File: src/rtl/param_delay_line.sv
// Runtime-programmable delay line built on a circular register buffer.
// Delays one WIDTH-bit stream by 1..MAX_DEPTH accepted samples, with flush and sticky range error.
module param_delay_line #(
  parameter int WIDTH     = 8,
  parameter int MAX_DEPTH = 90,
  localparam int DW       = $clog2(MAX_DEPTH + 1)
) (
  input  logic             clk,
  input  logic             rst,
  input  logic             en,
  input  logic [WIDTH-1:0] din,
  input  logic [DW-1:0]    delay_sel,
  input  logic             flush,
  output logic [WIDTH-1:0] dout,
  output logic             dout_valid,
  output logic             cfg_err
);

  localparam int AW = (MAX_DEPTH > 1) ? $clog2(MAX_DEPTH) : 1;

  logic [WIDTH-1:0] mem_q [MAX_DEPTH];
  logic [AW-1:0]    wptr_q, wptr_d, wptrInc;
  logic [DW-1:0]    fill_q, fill_d, fillInc;
  logic [DW-1:0]    delay_q;
  logic [WIDTH-1:0] dout_q, dout_d;
  logic             valid_q, valid_d;
  logic             cfgErr_q, cfgErr_d;

  logic [DW-1:0]    deff;
  logic             rangeErr;
  logic [DW:0]      rdSum;
  logic [AW-1:0]    rdAddr;
  logic [WIDTH-1:0] rdData;
  logic             memWe;

  // Clamp the requested delay into 1..MAX_DEPTH and flag anything outside it.
  always_comb begin
    deff     = delay_sel;
    rangeErr = 1'b0;
    if (delay_sel == '0) begin
      deff     = DW'(1);
      rangeErr = 1'b1;
    end else if (delay_sel > DW'(MAX_DEPTH)) begin
      deff     = DW'(MAX_DEPTH);
      rangeErr = 1'b1;
    end
  end

  // Oldest sample still inside the window sits D-1 slots behind the write pointer.
  always_comb begin
    rdSum = (DW+1)'(wptr_q) + (DW+1)'(MAX_DEPTH) + (DW+1)'(1) - {1'b0, deff};
    if (rdSum >= (DW+1)'(MAX_DEPTH)) begin
      rdSum = rdSum - (DW+1)'(MAX_DEPTH);
    end
    rdAddr = AW'(rdSum);
    rdData = (deff == DW'(1)) ? din : mem_q[rdAddr];
  end

  assign wptrInc = (wptr_q == AW'(MAX_DEPTH - 1)) ? '0 : wptr_q + AW'(1);
  assign fillInc = (fill_q == DW'(MAX_DEPTH)) ? fill_q : fill_q + DW'(1);

  always_comb begin
    wptr_d   = wptr_q;
    fill_d   = fill_q;
    dout_d   = dout_q;
    valid_d  = valid_q;
    cfgErr_d = cfgErr_q | rangeErr;
    memWe    = 1'b0;
    if (flush) begin
      fill_d  = '0;
      dout_d  = '0;
      valid_d = 1'b0;
    end else if (deff != delay_q) begin
      // A new delay restarts fill; stored history is reused once refilled.
      if (en) begin
        memWe   = 1'b1;
        wptr_d  = wptrInc;
        fill_d  = DW'(1);
        dout_d  = rdData;
        valid_d = (DW'(1) >= deff);
      end else begin
        fill_d  = '0;
        valid_d = 1'b0;
      end
    end else if (en) begin
      memWe   = 1'b1;
      wptr_d  = wptrInc;
      fill_d  = fillInc;
      dout_d  = rdData;
      valid_d = (fillInc >= deff);
    end
  end

  always_ff @(posedge clk) begin
    if (rst) begin
      for (int i = 0; i < MAX_DEPTH; i++) begin
        mem_q[i] <= '0;
      end
      wptr_q   <= '0;
      fill_q   <= '0;
      dout_q   <= '0;
      valid_q  <= 1'b0;
      cfgErr_q <= 1'b0;
      delay_q  <= deff;
    end else begin
      if (memWe) begin
        mem_q[wptr_q] <= din;
      end
      wptr_q   <= wptr_d;
      fill_q   <= fill_d;
      dout_q   <= dout_d;
      valid_q  <= valid_d;
      cfgErr_q <= cfgErr_d;
      delay_q  <= deff;
    end
  end

  assign dout       = dout_q;
  assign dout_valid = valid_q;
  assign cfg_err    = cfgErr_q;

endmodule

File: config.mk
export PLATFORM = sky130hd
export DESIGN_NAME = param_delay_line
export DESIGN_NICKNAME = d
export VERILOG_FILES = /design/src/rtl/param_delay_line.sv
export SDC_FILE = /design/constraint.sdc
export NUM_CORES = 2
export LEC_CHECK = 0
export BUFFER_PORTS_ARGS = -buffer_cell sky130_fd_sc_hd__buf_2
export CORE_AREA = 2 2 306 308
export DETAILED_ROUTE_END_ITERATION = 16
export DIE_AREA = 0 0 308 310
export PLACE_DENSITY = 0.7
export SLEW_MARGIN = 40
export SYNTH_ARGS = -nofsm -noshare
export SYNTH_HDL_FRONTEND = slang
export SYNTH_SLANG_ARGS = --single-unit
File: constraint.sdc
create_clock -name clk -period 8.45 [get_ports clk]
set_input_delay 1.2675 -clock clk [delete_from_list [all_inputs] [get_ports clk]]
set_output_delay 1.2675 -clock clk [all_outputs]
set_load 0.05 [all_outputs]
After elaboration in Yosys (flattened, before gate mapping)
Memory sizes are Yosys's and may differ from the RTL's. A register that Yosys moved wholly into a read port is not among the register bits.
Cells that the tools add are included.
Word-level totals
  word-level logic and storage cells: 49
  output and inout bits: 10
  register bits: 23
  input bits: 19
  bits in latches: 0
  memories kept: 1
  bits in read-only memories: 0
  memory bits (writable): 720
Memory list
  mem_q: depth 90, bits a word 8, read ports 1, clocked after Yosys merged registers in 1, wr ports 90, line 21  | logic [WIDTH-1:0] mem_q [MAX_DEPTH];
Operators by class
  mux-type cells: 23
  add/sub/neg operators: 6
  $mul: 0
  equal/unequal tests: 3
  $lt $le $gt $ge: 4
  bitwise operators: 2
  shifts and indexed selects: 0
  reduce and logical (&&, ||, !) cells: 5
  div/mod/pow operators: 0
Operators with widths (count)
  7-bit two-way mux: 8
  7-bit by 1-bit adder with 7-bit output, second input constant: 2
  7-bit equality test, second input constant: 2
  1-bit two-way mux: 14
  7-bit by 7-bit adder with 8-bit output, second input constant: 1
  8-bit by 1-bit adder with 8-bit output, second input constant: 1
  8-bit by 7-bit greater-or-equal comparator with 1-bit output, second input constant: 1
  8-bit two-way mux: 1
  8-bit OR reduction: 1
  8-bit by 7-bit subtractor with 8-bit output: 1
  1-bit by 7-bit greater-or-equal comparator with 1-bit output, first input constant: 1
  7-bit greater-or-equal comparator: 1
  7-bit > comparator, second input constant: 1
  7-bit logical NOT: 1
  7-bit inequality test: 1
  7-bit subtractor, second input constant: 1
  2-bit AND reduction: 1
  2-bit nonzero test: 1
  2-bit OR reduction: 1
  1-bit NOT: 1
  1-bit bitwise OR: 1

Longest topological paths before layout
  depth in word-level cells: 7
  gate-level depth with buffers: 24
  mapped depth without buffers: 19

Worst setup path before layout
OpenSTA, ideal clock, no wires.
  path type: input -> register
  start point: in delay_sel[6]
  end point: reg dout_q[5] (netlist: dout[5])
  path buffers: 6
  setup slack: 2.663 ns
  stages on the path: 24
  arrival: 5.655 ns
  setup time: 0.131 ns
  data required time: 8.319 ns
  cells stage by stage: nor4_1 > nand2_1 > clkbuf_1 > nor2_1 > a21oi_1 > ha_1 > ha_1 > buf_4 > inv_2 > clkbuf_1 > clkbuf_1 > ha_1 > nor2_1 > or4_1 > o221ai_1 > o31ai_1 > o311a_1 > buf_2 > and2_1 > clkbuf_1 > a21oi_1 > o211a_1 > and4_1 > a41oi_2
On the way
  cells in the longest elaborated chain, start to end: 6
  elaborated cells on any way between the ends: 8
  those cells by class: 2 x add/sub; 2 x order compare; 3 x mux; 1 x reduce/logical
Ends and longest elaborated chain
  start: declaration: line 12  | input logic [DW-1:0] delay_sel,
  7-bit > comparator: line 43  | end else if (delay_sel > DW'(MAX_DEPTH)) begin
  7-bit two-way mux: line 43
  7-bit two-way mux (*): line 40  | if (delay_sel == '0) begin
  8-bit by 7-bit subtractor with 8-bit output (*): line 51  | rdSum = (DW+1)'(wptr_q) + (DW+1)'(MAX_DEPTH) + (DW+1)'(1) - {1'b0, deff};
  7-bit subtractor / 8-bit by 7-bit greater-or-equal comparator with 1-bit output (equally long branches): line 53, 52
  7-bit two-way mux (*): line 52  | if (rdSum >= (DW+1)'(MAX_DEPTH)) begin
  end signal: assignment: line 111  | dout_q <= dout_d;
  end: declaration: line 25  | logic [WIDTH-1:0] dout_q, dout_d;
Every way passes the cells marked *; elsewhere a longest branch is shown, timed or not.
A chain may end at the register's enable or synchronous reset.

Worst setup path after layout
  start point: in delay_sel[0]
  end point: reg dout_q[5] (netlist: dout[5])
The elaborated chain is that of the path after synthesis.

==> run metrics <==
clock latency on the worst-skew pair=0.69 ns; reg2reg path depth=16; synth unique cells=87; Avg Cell Area, Syn=~13 µm²; Hold Path End=cfg_err; routed length per instance=about 27 µm; max layer used=met5; die footprint=about 95000 µm²; grt ovf=0; CTS-repair resized insts=0; Clock power frac=34.5%; number of clock sinks=between 1000 and 1500; Cell Int Power=between 9 and 10 mW; Psw=between 3 and 4 mW; wire length on met1=~55000 µm; clk slew on worst S/H paths=0.06 ns; RSZ-0062 raised after global routing=no; worst rel slew slack=about two fifths; final setup vio count=0; routability cong.=0.910; worst r2r src=wptr_q[6]; Reg power frac=45.0%; count of input and output buffers=28; remaining antenna violation count=0; share of layout cells above drive strength 1=12.8%; PwrDens=241 nW/µm²; Worst R2R Setup Slack=2.44 ns; Max Cap Violations=0; Final HPWL DP=86500 µm; most frequent cells in the layout=1024 x edfxtp_1, 683 x and2_1, 251 x mux2i_1; crit end category=flop; drt initial violations=~4200; Boundary Pins=29; CTS Hold Buffers Added=0; drt total wl=135000 µm; number of setup buffers added after CTS=0; Worst Hold Launch=cfg_err; crit path cell chain=buf_2, a21oi_1, nor2_1, o21ai_0, nor2b_1, ha_1, ha_4, inv_2, a21o_1, or3_1, a21o_1, nand3_4, nand3_1, a21oi_1, a32oi_1, a31oi_1, and4_1, a41oi_2; Pre-antenna DRT Iters=6; P&R area growth vs syn=8.88%; fillers=about 7200; root buffer selected by CTS=clkbuf_16; met2 wire len=63800 µm; Final period util=roughly four fifths; worst ir drop on vdd=0.214 mV; crit-path leading delay family=simple AND/OR/NAND/NOR gates; status=complete, no violations; Syn Nets=roughly 3800; final hold vios=0; Core Area=92500 µm²; Leakage=19.6 nW; H-tree Lvls=3; worst hold path stage count=2; post-synthesis sequential area ratio=62.5%; die height=approximately 310 µm; combinational share of power=20.5%; CP Buf/Inv Count=2; Hold WC Path Type=reg2reg; Final Max Tran Viols=0; Fin Setup TNS=0 ns; number of global-route vias before repair=30611; Synth Warn #=0; flops & latches, synth=roughly 1100; Total GRT Usage=between 20 and 30%; via count=31961; ys flop type=edfxtp_1; final core occ=59.1%; FMAX=0.148 GHz; slew of the pin with the lowest slew margin=slightly below 0.9 ns; largest net degree at the start of global routing=84; worst-path fanout max=58; max incr delay on CP=0.74 ns; CTS tree=done; Initial Utilization=a little over half; met3 WL=11100 µm; Req. time, crit path=9.00 ns; CP max-delay cell=nand3_1; drt drc=0; antenna violations before repair=2; Crit Reg-Reg Endpoint=dout[5]; Crit Path Class=in2reg; minimum clock period=6.76 ns; commonest non-fill, non-tap cell in the layout=edfxtp_1; synthesized area=50200 µm²; nets=3749; switch share=29.7%; row cnt=112; WP data arrival=7.31 ns; EDFF count, synth=1024; Worst Skew=0.0276 ns; Levels on crit path=18; nature of the critical path startpoint=primary input; maximum clock insertion buffer count=3; first-pass GRT wire length=201000 µm; chip width=308 µm; asr flop ratio synth=0%; Syn Inst Count=approximately 3800; CTS Buf Count=107; drt via density=6.41
## metal layers
metal,global-route usage (%),vias to the layer above
met1,39.6,16087
met5,0,-
met3,3.91,304
met4,11.5,2
li1,-,14085
met2,45.7,1483
## worst reg2reg max path: cells and delay by family, from the launching register on
family | cells | cell delay, ns
buffers and inverters | 3 | 0.85
AO/OA/AOI/OAI | 7 | 2.06
flip-flops | 1 | 0.60
adder cells (fa/ha/maj) | 2 | 0.80
AND/OR/NAND/NOR | 4 | 1.56
## through the flow
step	std cells	cell area [µm²]	hold slack [ns]	worst slack (ns)	power [mW]
floorplan	3792	50200	0.519	2.66	7.77
global route	4983	54700	0.555	1.44	13.5
detailed placement	4792	51300	0.511	1.07	8.68
finish	4984	54700	0.536	1.69	13.2
global placement	4791	51200	0.512	1.11	8.64
CTS	4982	54600	0.520	1.83	13.1
## area by class of cell
cell class	instances	area [µm²]	area share, %
Inverter	24	90.1	0.165
Timing Repair Buffer	90	744	1.36
Clock inverter	50	432	0.790
Tap cell	1197	1500	2.74
Sequential cell	1055	31400	57.4
Clock buffer	140	2850	5.22
Antenna cell	1	2.50	0.00458
Multi-Input combinational cell	2427	17700	32.3
## how the worst max path moves through the flow
stage                 startpoint  endpoint
CTS                 delay_sel[0]   dout[5]
floorplan           delay_sel[6]   dout[5]
global placement    delay_sel[0]   dout[5]
detailed placement  delay_sel[0]   dout[5]
global route        delay_sel[0]   dout[5]
finish              delay_sel[0]   dout[5]
## cells by family after synthesis
family | synth area share, %
AO/OA/AOI/OAI | 8.00
XOR/XNOR | 0.521
adder cells (fa/ha/maj) | 0.638
buffers and inverters | 2.67
flip-flops | 62.5
multiplexers | 9.58
AND/OR/NAND/NOR | 16.1
## cell usage after synthesis, types with 15 or more instances
| cell type | n | share of area, % |
|---|---|---|
| and3_1 | 55 | 0.69 |
| a21oi_1 | 47 | 0.47 |
| edfxtp_1 | 1024 | 61 |
| buf_2 | 64 | 0.64 |
| o211a_1 | 15 | 0.30 |
| o21ai_1 | 30 | 0.30 |
| nand2_1 | 184 | 1.4 |
| o221ai_1 | 82 | 1.4 |
| o22ai_1 | 77 | 0.96 |
| mux2i_1 | 251 | 5.0 |
| dfxtp_1 | 31 | 1.2 |
| o21a_1 | 17 | 0.25 |
| and2_1 | 683 | 8.5 |
| nor2_1 | 206 | 1.5 |
| nand3_1 | 91 | 0.91 |
| or2_2 | 88 | 1.1 |
| ha_1 | 24 | 0.60 |
| nor2b_1 | 15 | 0.19 |
| inv_1 | 23 | 0.17 |
| nor3_1 | 61 | 0.61 |
| a31oi_1 | 26 | 0.32 |
| clkbuf_1 | 196 | 1.5 |
| or4_1 | 16 | 0.24 |
| o21ai_0 | 98 | 0.98 |
| mux4_2 | 100 | 4.5 |
| a32oi_1 | 49 | 0.85 |
## sequential cells by signal (all words and copies together), names as in the netlist
name / flops
delay_q: 7
cfg_err: 1
mem_q: 1024
wptr_q: 7
dout: 8
fill_q: 7
dout_valid: 1
## power by group through the flow
stage	Clock (mW)	Sequential [mW]	Combinational, mW
2_1_floorplan	0	6.03	1.74
3_5_place_dp	0	6.03	2.65
6_report	4.55	5.92	2.70
5_1_grt	4.76	5.93	2.83
4_1_cts	4.57	5.92	2.65
3_3_place_gp	0	6.03	2.61
Note: power is estimated with default switching activity, not from simulation.
